File: src/rtl/axis_byte_packer_pkg.sv
// Shared types for the UART byte packer: FSM state encoding and byte width.
package axis_byte_packer_pkg;

   localparam int BYTE_W = 8;

   typedef enum logic [1:0] {
      IDLE = 2'd0,
      FILL = 2'd1,
      EMIT = 2'd2
   } state_t;

endpackage

File: src/rtl/axis_byte_packer.sv
// Packs UART bytes big-endian into BYTES_PER_WORD-byte AXI-Stream words.
// Define PACKER_TIMEOUT_EN to drop partial words after TIMEOUT_CYCLES idle clocks.
module axis_byte_packer
   import axis_byte_packer_pkg::*;
#(
   parameter int BYTES_PER_WORD = 4,
   parameter int TIMEOUT_CYCLES = 100_000
) (
   input  logic                                   clk,
   input  logic                                   arstn,
   input  logic [BYTE_W-1:0]                      s_axis_tdata,
   input  logic                                   s_axis_tvalid,
   output logic                                   s_axis_tready,
   input  logic                                   rx_frame_error,
   output logic [BYTE_W*BYTES_PER_WORD-1:0]       m_axis_tdata,
   output logic                                   m_axis_tvalid,
   input  logic                                   m_axis_tready,
   output logic [$clog2(BYTES_PER_WORD+1)-1:0]    fill_level,
   output logic                                   discard
);

   localparam int WORD_W = BYTE_W * BYTES_PER_WORD;
   localparam int ACC_W  = BYTE_W * (BYTES_PER_WORD - 1);
   localparam int FILL_W = $clog2(BYTES_PER_WORD + 1);
   localparam logic [FILL_W-1:0] LAST = FILL_W'(BYTES_PER_WORD - 1);

   if (BYTES_PER_WORD < 2 || BYTES_PER_WORD > 8 ||
       TIMEOUT_CYCLES < 1 || TIMEOUT_CYCLES > 24'hFF_FFFF) begin : g_bad_param
      $error("axis_byte_packer: parameter out of range");
   end

   state_t              state;
   logic [ACC_W-1:0]    acc, acc_nxt;
   logic [FILL_W-1:0]   fill, fill_nxt;
   logic [WORD_W-1:0]   data_nxt;
   logic                vld_nxt, disc_nxt;
   logic                in_hs, out_hs, word_done, timeout_hit;

   // Only the last free accumulator slot can stall, and only if the output is stuck.
   assign s_axis_tready = !(fill == LAST && m_axis_tvalid && !m_axis_tready);
   assign in_hs         = s_axis_tvalid && s_axis_tready;
   assign out_hs        = m_axis_tvalid && m_axis_tready;
   assign word_done     = in_hs && !rx_frame_error && fill == LAST;
   assign m_axis_tvalid = (state == EMIT);
   assign fill_level    = fill;

`ifdef PACKER_TIMEOUT_EN
   logic [23:0] idle_cnt;

   assign timeout_hit = fill != '0 && !in_hs && idle_cnt == 24'(TIMEOUT_CYCLES - 1);

   always_ff @(posedge clk or negedge arstn) begin
      if (!arstn)
         idle_cnt <= '0;
      else if (rx_frame_error || in_hs || fill == '0 || timeout_hit)
         idle_cnt <= '0;
      else
         idle_cnt <= idle_cnt + 24'd1;
   end
`else
   assign timeout_hit = 1'b0;
`endif

   always_comb begin
      acc_nxt  = acc;
      fill_nxt = fill;
      data_nxt = m_axis_tdata;
      vld_nxt  = m_axis_tvalid && !out_hs;
      disc_nxt = 1'b0;
      // A framing error wins over a coincident byte, which is dropped with the partial word.
      if (rx_frame_error) begin
         acc_nxt  = '0;
         fill_nxt = '0;
         disc_nxt = (fill != '0);
      end else if (timeout_hit) begin
         acc_nxt  = '0;
         fill_nxt = '0;
         disc_nxt = 1'b1;
      end else if (word_done) begin
         data_nxt = {acc, s_axis_tdata};
         vld_nxt  = 1'b1;
         acc_nxt  = '0;
         fill_nxt = '0;
      end else if (in_hs) begin
         acc_nxt  = ACC_W'({acc, s_axis_tdata});
         fill_nxt = fill + FILL_W'(1);
      end
   end

   always_ff @(posedge clk or negedge arstn) begin
      if (!arstn) begin
         state        <= IDLE;
         acc          <= '0;
         fill         <= '0;
         m_axis_tdata <= '0;
         discard      <= 1'b0;
      end else begin
         acc          <= acc_nxt;
         fill         <= fill_nxt;
         m_axis_tdata <= data_nxt;
         discard      <= disc_nxt;
         if (vld_nxt)
            state <= EMIT;
         else if (fill_nxt != '0)
            state <= FILL;
         else
            state <= IDLE;
      end
   end

endmodule
File: config.mk
export PLATFORM = sky130hd
export DESIGN_NAME = axis_byte_packer
export DESIGN_NICKNAME = d
export VERILOG_FILES = /design/src/rtl/axis_byte_packer_pkg.sv /design/src/rtl/axis_byte_packer.sv
export SDC_FILE = /design/constraint.sdc
export NUM_CORES = 1
export LEC_CHECK = 0
export ABC_CLOCK_PERIOD_IN_PS = 4100
export CAP_MARGIN = 30
export CORE_ASPECT_RATIO = 0.9
export CORE_MARGIN = 1.5
export CORE_UTILIZATION = 40
export CTS_BUF_LIST = sky130_fd_sc_hd__clkbuf_8
export DETAILED_ROUTE_END_ITERATION = 8
export PLACE_DENSITY = 0.65
export SLEW_MARGIN = 20
export SYNTH_ARGS = -nofsm -noshare
export SYNTH_HDL_FRONTEND = slang
export SYNTH_SLANG_ARGS = --single-unit
File: constraint.sdc
create_clock -name clk -period 4.1 [get_ports clk]
set_input_delay 0.82 -clock clk [delete_from_list [all_inputs] [get_ports clk]]
set_output_delay 0.82 -clock clk [all_outputs]
set_load 0.05 [all_outputs]
# Word-level counts from Yosys, hierarchy flattened
# Cells that the tools add are included.
[word_totals]
out_inout_bits = 38
elab_cells = 35
regBits = 62
inputBits = 13
[op_classes]
n_mux = 11
reduce_logical = 15
n_eq_ne = 2
bitwise = 1
add_sub_neg = 1
[ops]
columns = ["op", "count"]
rows = [
  ["24-bit two-way mux", 3],
  ["3-bit two-way mux", 3],
  ["3-bit nonzero test", 3],
  ["1-bit logical AND", 7],
  ["1-bit logical NOT", 4],
  ["1-bit two-way mux", 4],
  ["3-bit by 1-bit adder with 3-bit output (second input constant)", 1],
  ["3-bit by 2-bit == test with 1-bit output (second input constant)", 1],
  ["2-bit == test (second input constant)", 1],
  ["2-bit two-way mux", 1],
  ["2-bit AND reduction", 1],
  ["1-bit inverter", 1],
]

# Depth between registers and ports, before layout
# Gate-level depths: netlist of run 1.
[logic_depth]
depth_word = 12
ltp_mapped = 6
depth_no_buf = 5

# Least setup slack after synthesis of run 1
# OpenSTA, ideal clock, no wires.
[synth_path]
path_kind = "input-to-output"
start = "in m_axis_tready"
end = "out s_axis_tready"
setup_slack_ns = 1.726
arrival_ns = 1.554
path_buffers = 0
required_time_ns = 3.280
path_stages = 2
cell_sequence = "nor3b_2 nand2_1"
[synth_via]
elab_chain_len = 3
[synth_rtl]
columns = ["element", "line_no", "rtl"]
rows = [
  ["start, declared", "axis_byte_packer.sv:17", "input logic m_axis_tready,"],
  ["1-bit logical NOT", "axis_byte_packer.sv:40", "assign s_axis_tready = !(fill == LAST && m_axis_tvalid && !m_axis_tready);"],
  ["1-bit logical AND", "axis_byte_packer.sv:40", ""],
  ["1-bit logical NOT", "axis_byte_packer.sv:40", ""],
  ["end, declared", "axis_byte_packer.sv:13", "output logic s_axis_tready,"],
]
# No other way between the ends.

# Final worst setup path of run 1
# Ends and elaborated chain as after synthesis.

==> run metrics, run 1 <==
Final Skew=0.00487 ns; FF+latch area=1550 µm²; Ant. Diodes=0; VDD IR max=0.000216 V; GRT Total Usage=0.165; post-CTS sizing=0; Worst Hold Class=flop to flop; Root Driver=clkbuf_8; first-pass GRT wire length=8.29 mm; Critical Path Fanout Max=5; layout cells sized above 1=0.241; HPWL after detailed placement=3.34 mm; Syn Nets=171; sequential fraction of the synthesis area=0.647; Worst EP arrival=2.64 ns; antenna violations before repair=0; CTS clock-pin slew for the worst setup and hold paths=0.06 ns; Worst setup EP type=output port; critical path launch point type=input port; Fin Setup TNS=0 ns; Final Core Density=0.551; Yosys warnings=0; commonest non-fill, non-tap cell in the layout=dfrtp_1; starting density of the core=0.419; Post-CTS Hold Fix Bufs=0; vias per inst=5.36; Multi-input gate area=787 µm²; Rel. slew slack=0.379; Core Box Area=5730 µm²; fin. max-slew vios=0; Max-Cap Viols=0; Setup Viol. Count Final=0; Routed Antenna Nets=0; #FFs+latches synth=62; DRT iter0 DRCs=113; CTS tree=built; Post-route DRC=0; Num CTS Buffers=9; I/O pin count=51; die area=6470 µm²; Setup Buffers After CTS=0; Distinct cells, synth=26; vias in the first global route=1,686; gp weighted congestion=0.746; LEAKAGE=0.00148 µW; Die Wd=84.6 µm; most area-consuming cells after synthesis=dfrtp_1 65%, mux2_2 14%, a22o_1 8.8%; H-tree levels=3; cell taking the most area after synthesis=dfrtp_1; Final Hold Vio Count=0; grt total ovfl=0; minimum clock period=3.46 ns; port bufs=50; # rows=26; post-route clock period utilization=0.844; commonest non-fill, non-tap cells in the layout=62 x dfrtp_1, 49 x clkdlybuf4s50_1, 29 x mux2_2; Synth Cell Area=2400 µm²; RSZ-0062 raised after global routing=no; Syn Area/Cell=15.5 µm²; Final nets=228; largest net degree at the start of global routing=48; Fmax=289 MHz; average wire per standard cell=16.8 µm; kind of critical path=input port to output port; Clock Latency Late Sink=0.32 ns; Power Density=415 nW/µm²; CTS max path bufs=2; DR pass1 iterations=4; CP Data Required Time=3.28 ns; Sink Count=62; via count=1,532; status=finished, final reports clean; Detailed Route WL=4.82 mm; Die Y=76.5 µm; Area Growth Syn to Fin=31.5%; Synth top area share=0.647; Slew @ Worst Pin=0.928 ns; Cells after Synth=155; filler cell count=483
==> layout make-up <==
| cell class | count | share of cell area |
|---|---|---|
| Tap cell | 70 | 0.0278 |
| Multi-Input combinational cell | 82 | 0.249 |
| Clock buffer | 13 | 0.0567 |
| Timing Repair Buffer | 53 | 0.167 |
| Clock inverter | 2 | 0.00238 |
| Inverter | 4 | 0.00476 |
| Sequential cell | 62 | 0.492 |
==> cell families after synthesis <==
group,share of synthesized area
buffers and inverters,0.0308
and+or+nand+nor,0.0443
adders and majority gates,0.0156
muxes,0.150
DFF,0.647
AOI/OAI and AO/OA,0.113
==> cells in the mapped netlist <==
master and n:
buf_4 2, nand2_1 2, and2b_1 1, a21oi_1 2, a2bb2oi_1 1, inv_1 4
nor2b_1 1, nor2_1 3, mux2_1 3, nor3_1 2, ha_1 3, nand3b_1 1
nor3_2 1, nor3b_4 1, buf_6 3, or2_2 1, o2bb2ai_1 1, a21boi_0 1
nor2b_2 1, buf_2 2, mux2_2 29, a22o_1 24, a311oi_1 2, a211oi_1 1
dfrtp_1 62, nor3b_2 1
==> worst max-delay path: stages <==
cell             delay, ns
clkdlybuf4s50_1       0.41
nor3b_2               0.43
nand2_1               0.22
clkdlybuf4s50_1       0.75
==> state kept, by name, summed over array words and instances (netlist names) <==
signal	flops
m_axis_tdata	32
fill_level	3
state	2
discard	1
acc	24
==> metrics by stage <==
stage / power [µW] / instances / setup slack (ns) / area, µm² / hold slack, ns
floorplan: 763 / 155 / 1.73 / 2400 / 0.460
global placement: 831 / 270 / 0.713 / 2950 / 0.468
detailed placement: 839 / 271 / 0.673 / 2970 / 0.480
CTS: 1330 / 286 / 0.647 / 3150 / 0.494
global route: 1370 / 286 / 0.570 / 3160 / 0.506
finish: 1310 / 286 / 0.639 / 3160 / 0.493
==> routing by layer <==
metal | vias up | GRT usage | share of wire
li1 | 685 | - | -
met1 | 793 | 0.206 | 0.43
met2 | 44 | 0.263 | 0.51
met3 | 10 | 0.0412 | 0.047
met4 | 0 | 0.0887 | 0.018
met5 | - | 0 | 0
==> worst paths after layout <==
check	start	depth (start not counted)	to	slack [ns]
max in group asynchronous	arstn	2	m_axis_tdata[7]	2.96
worst min-delay path	m_axis_tdata[27]	1	m_axis_tdata[27]	0.49
worst min register to register	m_axis_tdata[27]	1	m_axis_tdata[27]	0.49
min in group asynchronous	arstn	1	m_axis_tdata[29]	0.50
worst max register to register	fill_level[0]	6	m_axis_tdata[1]	1.87
worst max-delay path	m_axis_tready	4	s_axis_tready	0.64
==> report_power, final <==
part / switching (µW) / total, µW / internal [µW]
clock: 204 / 482 / 278
combinational: 106 / 170 / 64.2
sequential: 18.4 / 657 / 638
total: 328 / 1310 / 980
Note: power is estimated with default switching activity, not from simulation.
==> inputs of run 2 (changes only) <==
--- a/config.mk
+++ b/config.mk
@@ -5,7 +5,7 @@
 export SDC_FILE = /design/constraint.sdc
 export NUM_CORES = 1
 export LEC_CHECK = 0
-export ABC_CLOCK_PERIOD_IN_PS = 4100
+export ABC_CLOCK_PERIOD_IN_PS = 3600
 export CAP_MARGIN = 30
 export CORE_ASPECT_RATIO = 0.9
 export CORE_MARGIN = 1.5
==> constraint.sdc (replaced) <==
create_clock -name clk -period 3.6 [get_ports clk]
set_input_delay 0.72 -clock clk [delete_from_list [all_inputs] [get_ports clk]]
set_output_delay 0.72 -clock clk [all_outputs]
set_load 0.05 [all_outputs]
==> run 2 against run 1 <==
Against the previous run:
- critical path depth unchanged
- sequential share of layout area down 0.92 points
- cell count grew 0.70%
- via count decreased by 0.20%
- combinational power rose by 13%
- largest cell class unchanged
- largest power group unchanged
==> run metrics, run 2 (synthesis results as in run 1) <==
CTS tree=built; CTS clock-pin slew for the worst setup and hold paths=0.06 ns (about the same); Worst setup EP type=output port; first-pass GRT wire length=8.53 mm (+2.9%); Final Hold Vio Count=0 (unchanged); Slew @ Worst Pin=0.910 ns (-0.0180 ns); Routed Antenna Nets=0 (unchanged); filler cell count=469 (-2.9%); LEAKAGE=0.00151 µW (+2.1%); H-tree levels=3 (unchanged); dpl cells=272 (+0.37%); fin. max-slew vios=0 (unchanged); port bufs=50 (unchanged); worst reg-to-reg path cell count=6 (unchanged); Clock Latency Late Sink=0.32 ns (about the same); Ant. Diodes=0 (unchanged); GRT Total Usage=0.169 (+0.00427); Critical Path Fanout Max=7 (+2); CP Data Required Time=2.88 ns (-0.40 ns); R2R Path Start=fill_level[0]; gp weighted congestion=0.733 (-1.7%); DRT iter0 DRCs=105 (-7.1%); Detailed Route WL=4.88 mm (+1.4%); Power Density=524 nW/µm² (+26%); via count=1,529 (-0.20%); Core Box Area=5730 µm² (unchanged); Largest register FFs=32 (unchanged); critical path launch point type=flop; Fmax=335 MHz; I/O pin count=51 (unchanged); Worst Hold Class=input port to asynchronous set/reset pin; Worst Slack Setup Final=0.617 ns (-0.0219 ns); placed cell areas=2970 µm² (unchanged); Area Growth Syn to Fin=34.0%; layout cells sized above 1=0.248 (+0.00697); average wire per standard cell=17.0 µm (+0.67%); FF-to-FF setup slack=1.33 ns (-0.54 ns); Post-route DRC=0 (unchanged); status=finished, final reports clean; commonest non-fill, non-tap cells in the layout=62 x dfrtp_1, 49 x clkdlybuf4s50_1, 29 x mux2_2; fin area=3220 µm² (+1.9%); R2R Path End=m_axis_tdata[17]; Setup Buffers After CTS=0 (unchanged); Root Driver=clkbuf_8; final std cells w/o fill=288 (+0.70%); # rows=26 (unchanged); antenna violations before repair=0 (unchanged); DR pass1 iterations=4 (unchanged); largest net degree at the start of global routing=34 (-29%); kind of critical path=flop to output port; Die Y=76.5 µm (unchanged); grt total ovfl=0 (unchanged); Final Skew=0.00765 ns (+0.00278 ns); minimum clock period=2.98 ns; starting density of the core=0.419 (unchanged); Final nets=229 (+0.44%); die area=6470 µm² (unchanged); vias in the first global route=1,667 (-1.1%); vias per inst=5.31 (-0.89%); Num CTS Buffers=9 (unchanged); HPWL after detailed placement=3.35 mm (+0.21%); commonest non-fill, non-tap cell in the layout=dfrtp_1; Die Wd=84.6 µm (unchanged); Post-CTS Hold Fix Bufs=0 (unchanged); Setup Viol. Count Final=0 (unchanged); post-CTS sizing=0 (unchanged); Fin Setup TNS=0 ns (unchanged); post-route clock period utilization=0.829; VDD IR max=0.000285 V (+32%); RSZ-0062 raised after global routing=no; pre-CTS setup slack=0.637 ns (-0.0363 ns); Max-Cap Viols=0 (unchanged); Rel. slew slack=0.391 (+0.0121); total power=1690 µW (+29%); CTS max path bufs=2 (unchanged); Largest Register=m_axis_tdata; Sink Count=62 (unchanged); Worst EP arrival=2.26 ns (-0.38 ns)
## run 2: cell types whose count changed in the layout (fill, tap and decap cells not counted)
cell / before / now
buf_2: 0 / 1
buf_8: 1 / 0
buf_4: 3 / 4
bufinv_16: 0 / 3
clkbuf_8: 13 / 11
## run 2: worst max-delay path: stages, from the launching register on
cell	delay [ns]
dfrtp_1	0.46
ha_1	0.24
ha_1	0.26
nand2_1	0.16
clkdlybuf4s50_1	0.82
## run 2: worst max path at each step
stage | endpoint | from | slack [ns] | depth (start not counted)
3_3_place_gp | s_axis_tready | m_axis_tready | 0.66 | 4
5_1_grt | s_axis_tready | fill_level[0] | 0.51 | 4
6_report | s_axis_tready | fill_level[0] | 0.62 | 4
2_1_floorplan | m_axis_tdata[3] | fill_level[0] | 1.35 | 6
3_5_place_dp | s_axis_tready | m_axis_tready | 0.64 | 4
4_1_cts | s_axis_tready | fill_level[0] | 0.61 | 4
## run 2: report_power, final
group / internal (µW) / total [µW] / switching [µW]
clock: 493 / 745 / 252
sequential: 726 / 748 / 21.4
combinational: 72.0 / 192 / 121
total: 1290 / 1690 / 394
## run 2: through the flow
stage	hold slack [ns]	utilization
5_1_grt	0.477	0.562
3_5_place_dp	0.487	0.518
4_1_cts	0.444	0.562
2_1_floorplan	0.424	-
6_report	0.435	0.562
3_3_place_gp	0.470	0.518
## run 2: cell type report
class                      count  area [µm²]  share of cell area
clock inverter                 5        97.6              0.0304
inverter                       4        15.0             0.00467
tap                           70        87.6              0.0272
sequential                    62        1550               0.482
clock buffer                  11         151              0.0471
timing repair buffer          54         526               0.163
multi-input combinational     82         787               0.245
## run 2: per-layer routing
layer	vias up	part of all wire	GRT usage	routed length (µm)
met5	-	0	0	0
met4	0	0.015	0.0710	74
met3	10	0.048	0.0444	233
met2	51	0.51	0.272	2470
met1	778	0.43	0.216	2110
li1	690	-	-	-
